===== src/rtl/cache_def.sv =====
// Shared request/result types for the CPU-side cache interface, plus the
// state encoding and default timeout of the two-requester cache arbiter.
package cache_def;

  typedef struct packed {
    logic [31:0] addr;
    logic [31:0] data;
    logic        rw;
    logic        valid;
  } cpu_req_type;

  typedef struct packed {
    logic [31:0] data;
    logic        ready;
  } cpu_result_type;

  typedef enum logic [1:0] {
    ARB_IDLE = 2'd0,
    ARB_WAIT = 2'd1,
    ARB_RESP = 2'd2
  } arb_state_e;

  localparam int unsigned ARB_TIMEOUT_DEFAULT = 256;
  localparam int          ARB_CNT_W           = 16;

endpackage


===== src/rtl/arb_rr_pick.sv =====
// Two-way round-robin select: a lone requester always wins, a tie is
// broken by the round-robin pointer.
module arb_rr_pick (
  input  logic req0,
  input  logic req1,
  input  logic rr_ptr,
  output logic any,
  output logic pick
);

  assign any  = req0 | req1;
  assign pick = (req0 & req1) ? rr_ptr : req1;

endmodule


===== src/rtl/cache_req_arbiter.sv =====
// Arbitrates two CPU requesters onto one cache FSM port, with a bounded wait
// for the cache result and a sticky timeout flag.
module cache_req_arbiter
  import cache_def::*;
#(
  parameter int unsigned TIMEOUT_CYCLES = ARB_TIMEOUT_DEFAULT
) (
  input  logic           clk,
  input  logic           rst,
  input  cpu_req_type    cpu_req0,
  input  cpu_req_type    cpu_req1,
  output cpu_result_type cpu_res0,
  output cpu_result_type cpu_res1,
  output cpu_req_type    cache_req,
  input  cpu_result_type cache_res,
  output logic           gnt_id,
  output logic           busy,
  output logic           timeout_err
);

  // Last count value before abort: WAIT lasts at most TIMEOUT_CYCLES cycles.
  localparam logic [ARB_CNT_W-1:0] CNT_MAX = ARB_CNT_W'(TIMEOUT_CYCLES - 1);

  arb_state_e           state;
  logic                 rr_ptr;
  logic [ARB_CNT_W-1:0] wait_cnt;
  logic [31:0]          resp_data;
  logic                 req_any;
  logic                 req_pick;

  arb_rr_pick u_pick (
    .req0   (cpu_req0.valid),
    .req1   (cpu_req1.valid),
    .rr_ptr (rr_ptr),
    .any    (req_any),
    .pick   (req_pick)
  );

  always_ff @(posedge clk or posedge rst) begin
    if (rst) begin
      state       <= ARB_IDLE;
      rr_ptr      <= 1'b0;
      gnt_id      <= 1'b0;
      wait_cnt    <= '0;
      cache_req   <= '0;
      resp_data   <= '0;
      timeout_err <= 1'b0;
    end else begin
      case (state)
        ARB_IDLE: begin
          if (req_any) begin
            gnt_id          <= req_pick;
            cache_req.addr  <= req_pick ? cpu_req1.addr : cpu_req0.addr;
            cache_req.data  <= req_pick ? cpu_req1.data : cpu_req0.data;
            cache_req.rw    <= req_pick ? cpu_req1.rw   : cpu_req0.rw;
            cache_req.valid <= 1'b1;
            wait_cnt        <= '0;
            state           <= ARB_WAIT;
          end
        end
        ARB_WAIT: begin
          // A result arriving on the final allowed cycle beats the timeout.
          if (cache_res.ready) begin
            resp_data       <= cache_res.data;
            cache_req.valid <= 1'b0;
            state           <= ARB_RESP;
          end else if (wait_cnt == CNT_MAX) begin
            resp_data       <= '0;
            timeout_err     <= 1'b1;
            cache_req.valid <= 1'b0;
            state           <= ARB_RESP;
          end else begin
            wait_cnt <= wait_cnt + 1'b1;
          end
        end
        ARB_RESP: begin
          rr_ptr <= ~gnt_id;
          state  <= ARB_IDLE;
        end
        default: state <= ARB_IDLE;
      endcase
    end
  end

  assign busy     = (state != ARB_IDLE);
  assign cpu_res0 = '{data: resp_data, ready: (state == ARB_RESP) && !gnt_id};
  assign cpu_res1 = '{data: resp_data, ready: (state == ARB_RESP) &&  gnt_id};

endmodule


===== config.mk =====
export PLATFORM = sky130hd
export DESIGN_NAME = cache_req_arbiter
export DESIGN_NICKNAME = d
export VERILOG_FILES = /design/src/rtl/cache_def.sv /design/src/rtl/arb_rr_pick.sv /design/src/rtl/cache_req_arbiter.sv
export SDC_FILE = /design/constraint.sdc
export NUM_CORES = 1
export LEC_CHECK = 0
export ABC_AREA = 1
export BUFFER_PORTS_ARGS = -buffer_cell sky130_fd_sc_hd__buf_2
export CAP_MARGIN = 10
export CORE_UTILIZATION = 43
export DETAILED_ROUTE_END_ITERATION = 7
export PLACE_DENSITY = 0.83
export SKIP_CTS_REPAIR_TIMING = 1
export SYNTH_ARGS = -nofsm -noshare
export SYNTH_HDL_FRONTEND = slang
export SYNTH_SLANG_ARGS = --single-unit
export TNS_END_PERCENT = 30

===== constraint.sdc =====
create_clock -name clk -period 9.1 [get_ports clk]
set_clock_uncertainty 0.2 [all_clocks]
set_input_delay 2.73 -clock clk [delete_from_list [all_inputs] [get_ports clk]]
set_output_delay 2.73 -clock clk [all_outputs]
set_load 0.005 [all_outputs]

* Word-level counts from Yosys, hierarchy flattened
Index checks and enable logic that the tools add are counted.
W data, S select, Z words.
** Word-level totals
- Bits in registers :: 119
- Bits of input ports :: 167
- Output and inout port bits :: 135
- Logic and storage cells :: 53
** Cells by class
- Add/sub/neg operators :: 1
- Eq/ne operators :: 7
- Mux-type cells :: 18
- Bitwise operators :: 4
- Reductions and logical operators :: 13
** Operators with widths (count)
- $mux W32 :: 4
- $mux W16 :: 3
- $pmux W16 S2 :: 1
- $add A16 B1 Y16 const B :: 1
- $eq A16 B8 Y1 const B :: 1
- $mux W2 :: 3
- $ne A2 B2 Y1 const B :: 3
- $reduce_and A2 Y1 :: 3
- $reduce_and A3 Y1 :: 2
- $reduce_bool A2 Y1 :: 3
- $mux W1 :: 5
- $pmux W2 S2 :: 1
- $reduce_and A4 Y1 :: 1
- $ne A3 B3 Y1 const B :: 1
- $eq A2 B1 Y1 const B :: 1
- $eq A2 B2 Y1 const B :: 1
- $logic_and A1 B1 Y1 :: 2
- $logic_not A2 Y1 :: 1
- $not A1 Y1 :: 2
- $pmux W1 S2 :: 1
- $and A1 B1 Y1 :: 1
- $logic_not A1 Y1 :: 1
- $or A1 B1 Y1 :: 1

* Logic depth before layout (Yosys ltp)
Gate-level depths: netlist of run 1.
- Depth after elaboration :: 4
- Mapped depth :: 11
- Mapped depth without buffers :: 10

* By module
A second synthesis of run 1 with hierarchy kept.
** Second synthesis, totals
- Cell total of the unflattened synthesis :: 717
- Area, all modules :: 5766.8 µm²
** By module, submodules not included
- cache_req_arbiter :: times used 1, cells each 712, area each 5744.3 µm², sequential area each 2977.9 µm²
- arb_rr_pick :: times used 1, cells each 5, area each 22.5 µm², sequential area each 0.0 µm²

* Worst setup path before layout of run 1
OpenSTA, ideal clock, no wires.
- Path kind :: input to register
- Start point :: input port cache_res[0] in the netlist's numbering
- End point :: register wait_cnt[5]
- Library setup time :: 0.065 ns
- Arrival time :: 3.527 ns
- Data required time :: 8.835 ns
- Slack :: 5.308 ns
- Stages :: 7
- Path buffers :: 2
- Cells stage by stage :: clkbuf_1 -> nor2_2 -> nand2_8 -> nand2_4 -> buf_6 -> nand2_1 -> nand2_1
** Between the ends
- Word-level cells in the longest chain between the ends :: 2
** RTL lines
- start, declared :: line cache_req_arbiter.sv:15 : input cpu_result_type cache_res,
- $ne A2 B2 Y1 (no line)
- $reduce_and A4 Y1 (no line)
- end signal, assigned :: line cache_req_arbiter.sv:73 : wait_cnt <= wait_cnt + 1'b1;
- end, declared :: line cache_req_arbiter.sv:26 : logic [ARB_CNT_W-1:0] wait_cnt;
Every way passes these cells.
A chain may end at the register's enable or synchronous reset.

* Worst setup path in the final report of run 1
- Start point :: input port cpu_req0[0] in the netlist's numbering
- End point :: register cache_req[17] in the netlist's numbering
** Between the ends
- Word-level cells in the longest chain between the ends :: 3
- Elaborated cells on any way between the ends :: 5
- Classes of those cells :: 2 x mux; 2 x bitwise; 1 x reduce/logical
** RTL lines
- start, declared :: line cache_req_arbiter.sv:10 : input cpu_req_type cpu_req0,
- $and A1 B1 Y1 :: line arb_rr_pick.sv:12 : assign pick = (req0 & req1) ? rr_ptr : req1;
- $mux W1 :: line arb_rr_pick.sv:12
- $mux W32 :: line cache_req_arbiter.sv:54 : cache_req.data <= req_pick ? cpu_req1.data : cpu_req0.data;
- end, declared :: line cache_req_arbiter.sv:14 : output cpu_req_type cache_req,
Parallel ways exist; a longest one is shown, timed or not.

==> metrics, run 1 <==
largest family of logic cells by synthesized area simple AND/OR/NAND/NOR gates; Max-Cap Viols 0; pwr dens 330 mW/mm2; Final #Nets 1133; Longest Clk Path Bufs 2; sequential power share 35.6%; WHS Path Cells 1; Max H-tree Level 4; pre-CTS setup slack 4200 ps; count of cell types in the netlist 26; Critical path origin cpu_req0[0]; CTS buffer count 17; hold path startpoint timeout_err; first-pass GRT wire length 27.9 mm; worst skew pair latency 420 ps; CP required 9220 ps; largest net degree at the start of global routing 84; f_max 219 MHz; Crit Path Max Fanout 67; DIE AREA 0.0140 mm2; WL final 17.9 mm; # setup viols final 0; unrepaired setup endpoints after global routing no; GP Congestion 0.877; Final Max Slew Viols 0; area grow syn2layout 33.3%; Die Wd 118 um; net load switching power 944 uW; Clock Sink Count 119; dpl hpwl 12.2 mm; Mapped Area 0.00580 mm2; CTS tree built; Starting DRT DRC Count 544; drt pass-1 iters 5; DIE HEIGHT 118 um; HP Class flop to flop; fillers 1194; Root Driver clkbuf_16; antenna-violating nets left 0; Inst Count DP 1122; status finished, final reports clean; Synthesized Nets 887; total number of vias 6025; Startpoint Class input port; Comb power frac 37.0%; vias in the first global route 5404; Avg Cell Area, Syn 8.07 um2; Synth Area in Compound Gates 12.5%; Setup crit end cache_req[17]; Mapped Cells 719; Final Hold Vio Count 0; internal power 1610 uW; mean routed wirelength per cell 15.5 um; Seq. cell area 0.00298 mm2; Post-synth top flop dfrtp_1; Post-Synth XOR/XNOR Area 0.302%; Initial Utilization 44.0%; WS Path Type input port to flop; Core Box Area 0.0132 mm2; Port Buf Inserts 301; FF-to-FF setup slack 6090 ps; number of remaining DRC errors 0; relative slew slack 21.4%; Peak VDD IR 0.194 mV; Sw Ratio 36.9%; initial antenna violation count 6; Worst EP arrival 4680 ps; Post-synth EDFFs 0; Worst setup EP type flop; mux contribution to synthesized area 0%; Leak Pwr 0.00399 uW; final std cells w/o fill 1157; period utilization 50.1%; synth warn 0; asr flop ratio synth 100%; Synth Area in Adders 0.216%; IO Pins 302; Multi-input gate area 0.00230 mm2; RR Endpoint resp_data[16]; WHS 267 ps; setup_tns 0 ps; Post-Synth Simple-Gate Area 26.4%; clk slew on worst S/H paths 60 ps; sequential fraction of the synthesis area 51.3%; flops & latches, synth 119; worst slew pin tran 1180 ps; worst r2r src state[1]; grt total ovfl 0; Final min period 4560 ps; Setup WS post-layout 4540 ps; GRT Util Overall 25.8%; share of layout cells above drive strength 1 36.6%; Clk pwr share 27.4%; worst-case reg-to-reg path depth 6; post-DR vias/cell 5.21; row cnt 42
[routing by layer]
layer	global-route usage (%)	share of wire [%]	vias to the layer above
met5	0	0	-
met3	6.37	7.8	31
met2	42.7	50	318
met4	12.9	2.5	0
li1	-	-	2846
met1	31.3	40	2830
[cell type report]
type | instances | share of cell area, %
clock buffers | 19 | 5.85
inverters | 19 | 1.02
flip-flops and latches | 119 | 38.5
diodes | 5 | 0.162
clock inverters | 11 | 2.01
well taps | 176 | 2.85
repair buffers | 305 | 19.9
multi-input cells | 503 | 29.8
[cells in the mapped netlist, types with 2 or more instances]
library cell | number | area, um2
nand4_1 | 3 | 18.8
nand3_2 | 3 | 30.0
nand2_4 | 2 | 22.5
nand3_1 | 92 | 460
nand2_1 | 149 | 559
nor3_1 | 3 | 15.0
dfrtp_1 | 119 | 2980
inv_1 | 15 | 56.3
inv_2 | 3 | 11.3
clkbuf_1 | 17 | 63.8
o21ai_0 | 3 | 15.0
nor2_1 | 95 | 357
xor2_1 | 2 | 17.5
buf_2 | 26 | 130
o21ai_1 | 4 | 20.0
nor2_2 | 5 | 31.3
buf_4 | 34 | 255
a21oi_1 | 136 | 681
[cell families after synthesis]
| group | count (synthesis) |
|---|---|
| compound gates | 144 |
| xor+xnor | 2 |
| fa+ha+maj | 1 |
| buf+inv | 97 |
| flops | 119 |
| simple gates | 356 |
[power by group through the flow]
stage / Sequential, uW / Clock, uW / Combinational (uW)
after floorplan: 913 / 0 / 576
after global placement: 907 / 0 / 922
after detailed placement: 911 / 0 / 948
after CTS: 909 / 711 / 951
after global routing: 933 / 739 / 1050
final: 911 / 700 / 946
[state kept, by name (all words and copies together), names as in the netlist]
signal       flops
cache_req       66
gnt_id           1
resp_data       32
rr_ptr           1
state            2
timeout_err      1
wait_cnt        16
[through the flow]
stage          instance area (um2)  utilization (%)  total power (uW)
2_1_floorplan                 5800                -              1490
3_3_place_gp                  7120             53.9              1830
3_5_place_dp                  7120             53.9              1860
4_1_cts                       7720             58.6              2570
5_1_grt                       7740             58.7              2720
6_report                      7740             58.7              2560
[how the worst min path moves through the flow]
stage,endpoint
2_1_floorplan,timeout_err
3_3_place_gp,timeout_err
3_5_place_dp,timeout_err
4_1_cts,timeout_err
5_1_grt,timeout_err
6_report,timeout_err
[cells in the final DEF, fill, tap and decap left out, types with 2 or more instances in the layout]
cell type  synthesis  layout
clkinv_2           0       7
nor3_1             3       3
o21ai_0            3       3
a21oi_1          136     136
nand4_1            3       3
clkbuf_8           0       2
nor2_1            95      95
nand2_1          149     148
dfrtp_1          119     119
nand2_2            1       2
nand2_4            2       2
inv_1             15      13
clkbuf_16          0      17
inv_2              3       4
nand3_2            3       3
bufinv_16          0       4
buf_4             34       4
o21ai_1            4       3
nand3_1           92      92
diode_2            0       5
nor2_2             5       5
xor2_1             2       2
buf_2             26     301
[critical path: stages]
cell,delay [ps]
buf_2,120
nand2_1,70
nand2_2,40
buf_4,330
inv_2,960
nand2_1,110
a21oi_1,240
(Power assumes the default switching activity.)
==> run 2, diff against run 1 <==
clock period = 4.5 ns   (was 9.1 ns; I/O delays follow)
==> run 2 against run 1 <==
Effect of this change:
- flip-flop and latch count unchanged
- largest cell class unchanged
- non-clock buffer count increased by 3
- first-iteration DRC count did not move
- register-to-register slack got worse by 4500 ps
- via count is 0.81% higher
- hold slack improved by 6.5 ps
- sequential share of layout area shrank 0.28 points
- combinational power increased by 110%
- global-route usage about the same
==> metrics, run 2 (synthesis gave the netlist of run 1 again) <==
Startpoint Class flop (was input port); WL final 18.2 mm (was 17.9 mm); mean routed wirelength per cell 15.7 um (was 15.5 um); largest net degree at the start of global routing 120 (was 84); crit-path max cell delay 390 ps (was 960 ps); DIE HEIGHT 118 um (unchanged); row cnt 42 (unchanged); Leak Pwr 0.00401 uW (was 0.00399 uW); WS Path Type flop to primary output (was input port to flop); IO Pins 302 (unchanged); post-DR vias/cell 5.24 (was 5.21); number of remaining DRC errors 0 (unchanged); # setup viols final 0 (unchanged); Final Hold Vio Count 0 (unchanged); Final min period 2990 ps; antenna-violating nets left 0 (unchanged); DIE AREA 0.0140 mm2 (unchanged); Root Driver clkbuf_16 (unchanged); total number of vias 6074 (was 6025); Core Util, Final 59.1% (was 58.7%); worst r2r src state[1] (unchanged); wire length on met3 1.44 mm (was 1.40 mm); period utilization 66.4%; commonest non-fill, non-tap cell in the layout buf_2 (unchanged); WHS Path Cells 1 (unchanged); WL met1 7.21 mm (was 7.16 mm); first-pass GRT wire length 27.9 mm (about the same); Top delay family on crit path simple AND/OR/NAND/NOR gates (was buffers and inverters); Reg with most FFs cache_req (unchanged); Die Wd 118 um (unchanged); Worst EP arrival 1440 ps (was 4680 ps); Max-Cap Viols 0 (unchanged); WL met2 9.21 mm (was 8.93 mm); slowest stage cell, crit path dfrtp_1 (was inv_2); vias in the first global route 5427 (was 5404); Starting DRT DRC Count 544 (unchanged); GP Congestion 0.939 (was 0.877); initial antenna violation count 3 (was 6); Longest Clk Path Bufs 2 (unchanged); Final Max Slew Viols 0 (unchanged); HP Class flop to flop (unchanged); Finished Cell Area 0.00779 mm2 (was 0.00774 mm2); share of layout cells above drive strength 1 36.9% (was 36.6%); grt total ovfl 0 (unchanged); flip-flop count of the largest register after layout 66 (unchanged); area grow syn2layout 34.3% (was 33.3%); worst skew pair latency 410 ps (was 420 ps); Worst setup EP type primary output (was flop); Peak VDD IR 0.309 mV (was 0.194 mV); Post-Place Cell Area 0.00716 mm2 (was 0.00712 mm2); RR Endpoint resp_data[13] (was resp_data[16]); worst-case reg-to-reg path depth 6 (unchanged); CTS buffer count 17 (unchanged); CTS tree built (unchanged); Port Buf Inserts 301 (unchanged); final std cells w/o fill 1160 (was 1157); fillers 1195 (was 1194); Max H-tree Level 4 (unchanged); dpl hpwl 12.6 mm (was 12.2 mm); drt pass-1 iters 5 (unchanged); Final #Nets 1136 (was 1133); f_max 335 MHz; worst slew pin tran 1080 ps (was 1180 ps); hold path startpoint timeout_err (unchanged); Inst Count DP 1125 (was 1122); Clock Sink Count 119 (unchanged); Buf+Inv Stages, Crit Path 2 (was 3); setup_tns 0 ps (unchanged); GRT Util Overall 25.8% (about the same); clk slew on worst S/H paths 50 ps (was 60 ps); top routing layer used met4 (unchanged); FF-to-FF setup slack 1550 ps (was 6090 ps); Core Box Area 0.0132 mm2 (unchanged); relative slew slack 28.0% (was 21.4%); Hold Path End timeout_err (unchanged); Crit Path Max Fanout 3 (was 67); commonest cells after routing, fill and taps aside 301 x buf_2, 148 x nand2_1, 136 x a21oi_1 (unchanged); CP required 2950 ps (was 9220 ps); unrepaired setup endpoints after global routing no (unchanged); status finished, final reports clean (unchanged); Initial Utilization 44.0% (unchanged); top flop regs cache_req x66, resp_data x32, wait_cnt x16 (unchanged); crit-path cells inv_1 > or2_2 > nor2_1 > buf_2 (was buf_2 > nand2_1 > nand2_2 > buf_4 > inv_2 > nand2_1 > a21oi_1); pwr dens 670 mW/mm2 (was 330 mW/mm2)
run 2: changes by cell type in the layout (fill, tap and decap cells not counted):
cell        previous run  this run
clkinvlp_4             0         4
buf_12                 0         2
diode_2                5         3
buf_4                  4         5
clkbuf_8               2         1
clkinv_2               7         6
clkinv_4               1         2
inv_4                  1         0
run 2: metal layers:
layer  track usage (%)  vias to the layer above
met5                 0                        -
met4              11.5                        0
met3              6.23                       28
met2              43.5                      323
met1              31.3                     2870
li1                  -                     2853
run 2: metrics by stage:
step / hold slack, ps / total power (uW) / setup WS (ps)
finish: 273 / 5220 / 1510
global route: 292 / 5560 / 1320
CTS: 282 / 5250 / 1490
detailed placement: 248 / 3800 / 1330
global placement: 255 / 3730 / 1410
floorplan: 266 / 3010 / 1490
run 2: worst max-delay path by stage:
stage,from,end,slack [ps],cells after the start
3_5_place_dp,cache_res[0],resp_data[13],1330,5
3_3_place_gp,cache_res[0],resp_data[2],1410,5
5_1_grt,state[1],resp_data[13],1320,6
4_1_cts,state[1],cpu_res1[0],1490,4
6_report,state[1],cpu_res1[0],1510,4
2_1_floorplan,rst,cache_req[0],1490,1
run 2: layout make-up:
class / count / area (um2) / share of cell area, %
multi-input cells: 503 / 2300 / 29.5
flip-flops and latches: 119 / 2980 / 38.2
inverters: 19 / 80.1 / 1.03
clock buffers: 18 / 439 / 5.64
diodes: 3 / 7.51 / 0.0963
repair buffers: 308 / 1580 / 20.3
clock inverters: 14 / 181 / 2.33
well taps: 176 / 220 / 2.83
run 2: report_power, final:
part	total, uW	leakage (uW)	internal [uW]	switching, uW
Combinational	1950	0.00229	799	1150
Sequential	1860	0.00142	1530	322
Clock	1420	0.000301	934	486
Total	5220	0.00401	3270	1950
==> run 3, diff against run 2 <==
CORE_UTILIZATION = 41   (was 43)
clock period = 2.5 ns   (was 4.5 ns; I/O delays follow)
==> run 3 against run 2 <==
Effect of this change:
- count of clock-buffer cells in the layout up 7
- critical path depth unchanged
- final area up 0.35%
- worst setup slack worse by 1400 ps
- sequential share of layout area down 0.13 points
- clock power up 58%
- critical path type unchanged
- largest power group unchanged
==> metrics, run 3 (synthesis gave the netlist of run 1 again) <==
status finished, final reports clean (unchanged); unrepaired setup endpoints after global routing no (unchanged); slowest stage cell, crit path dfrtp_1 (unchanged); HP Class input port to asynchronous set/reset pin (was flop to flop); DIE AREA 0.0146 mm2 (was 0.0140 mm2); Clock Sink Count 119 (unchanged); WL final 17.4 mm (was 18.2 mm); total power 9080 uW (was 5220 uW); share of layout cells above drive strength 1 36.7% (was 36.9%); CP required 1550 ps (was 2950 ps); CTS tree built (unchanged); Worst setup EP type primary output (unchanged); setup_tns 0 ps (unchanged); Port Buf Inserts 301 (unchanged); commonest cells after routing, fill and taps aside 301 x buf_2, 148 x nand2_1, 136 x a21oi_1 (unchanged); Leak Pwr 0.00402 uW (was 0.00401 uW); FF-to-FF setup slack 440 ps (was 1550 ps); largest net degree at the start of global routing 83 (was 120); Max H-tree Level 4 (unchanged); Longest Clk Path Bufs 2 (unchanged); dpl hpwl 12.6 mm (about the same); Final min period 2410 ps; Worst EP arrival 1460 ps (was 1440 ps); GP Congestion 0.860 (was 0.939); Buf+Inv Stages, Crit Path 2 (unchanged); relative slew slack 69.9% (was 28.0%); crit-path max cell delay 390 ps (about the same); IO Pins 302 (unchanged); Max-Cap Viols 0 (unchanged); pwr dens 1160 mW/mm2 (was 670 mW/mm2); Final #Nets 1142 (was 1136); Reg with most FFs cache_req (unchanged); post-DR vias/cell 5.12 (was 5.24); Startpoint Class flop (unchanged); clk slew on worst S/H paths 50 ps (about the same); GRT Util Overall 23.7% (was 25.8%); worst skew pair latency 410 ps (about the same); crit-path cells inv_1 > or2_2 > nor2_1 > buf_2 (unchanged); DIE HEIGHT 121 um (was 118 um); Root Driver clkbuf_16 (unchanged); vias in the first global route 5304 (was 5427); Final Max Slew Viols 0 (unchanged); Top delay family on crit path simple AND/OR/NAND/NOR gates (unchanged); Peak VDD IR 0.599 mV (was 0.309 mV); area grow syn2layout 34.8% (was 34.3%); Core Box Area 0.0138 mm2 (was 0.0132 mm2); worst r2r src state[1] (unchanged); # setup viols final 0 (unchanged); WS Path Type flop to primary output (unchanged); row cnt 43 (was 42); first-pass GRT wire length 26.6 mm (was 27.9 mm); grt total ovfl 0 (unchanged); Final Hold Vio Count 0 (unchanged); initial antenna violation count 1 (was 3); worst slew pin tran 451 ps (was 1080 ps); flip-flop count of the largest register after layout 66 (unchanged); Crit Path Max Fanout 3 (unchanged); CTS buffer count 17 (unchanged); RR Endpoint cache_req[61] (was resp_data[13]); top flop regs cache_req x66, resp_data x32, wait_cnt x16 (unchanged); worst-case reg-to-reg path depth 6 (unchanged); drt pass-1 iters 5 (unchanged); total number of vias 5960 (was 6074); antenna-violating nets left 0 (unchanged); number of remaining DRC errors 0 (unchanged); mean routed wirelength per cell 14.9 um (was 15.7 um); Die Wd 121 um (was 118 um); commonest non-fill, non-tap cell in the layout buf_2 (unchanged); Starting DRT DRC Count 384 (was 544); period utilization 96.3%; Initial Utilization 42.0% (was 44.0%); f_max 415 MHz
[run 3: changes by cell type in the layout (fill, tap and decap cells not counted), moves of 2 or more]
cell / before / now
clkbuf_8: 1 / 4
bufinv_16: 4 / 1
clkbuf_1: 0 / 4
buf_12: 2 / 7
diode_2: 3 / 1
clkinv_2: 6 / 3
clkinvlp_4: 4 / 1
[run 3: layout make-up]
type / instances / area (um2)
clock buffers: 25 / 495
flip-flops and latches: 119 / 2980
multi-input cells: 503 / 2300
fillers: 1274 / 6010
repair buffers: 314 / 1690
clock inverters: 4 / 45.0
inverters: 19 / 80.1
well taps: 180 / 225
diodes: 1 / 2.50
[run 3: stage by stage]
step | setup WS, ps | instance area (um2) | utilization (%) | hold WS [ps] | std cells
CTS | 78.7 | 7820 | 56.5 | 255 | 1164
global placement | 361 | 7280 | 52.6 | 251 | 1135
detailed placement | 324 | 7280 | 52.6 | 259 | 1135
finish | 91.3 | 7820 | 56.6 | 253 | 1165
global route | 19.6 | 7820 | 56.6 | 272 | 1165
floorplan | 94.6 | 5810 | - | 266 | 719
[run 3: layer usage]
layer	share of wire [%]	track usage [%]
met4	2.5	10.1
met2	49	39.3
met5	0	0
met3	8.0	6.95
met1	41	28.7
[run 3: worst max path at each step]
stage	cells after the start	startpoint	endpoint	slack [ps]
2_1_floorplan	1	rst	cache_req[0]	90
3_3_place_gp	6	cpu_req1[0]	wait_cnt[15]	360
3_5_place_dp	6	cpu_req1[0]	wait_cnt[14]	320
4_1_cts	4	state[1]	cpu_res1[0]	80
5_1_grt	4	state[1]	cpu_res1[0]	20
6_report	4	state[1]	cpu_res1[0]	90
[run 3: power by group]
group	total, uW	internal (uW)	switching (uW)
sequential	3280	2760	518
clock	2250	1450	804
combinational	3540	1510	2030
[run 3: worst register-to-register path, delay by kind of cell (launching register included)]
family	cells	cell delay [ps]
AOI/OAI and AO/OA	2	310
buffers and inverters	2	630
DFF	1	410
and+or+nand+nor	2	410
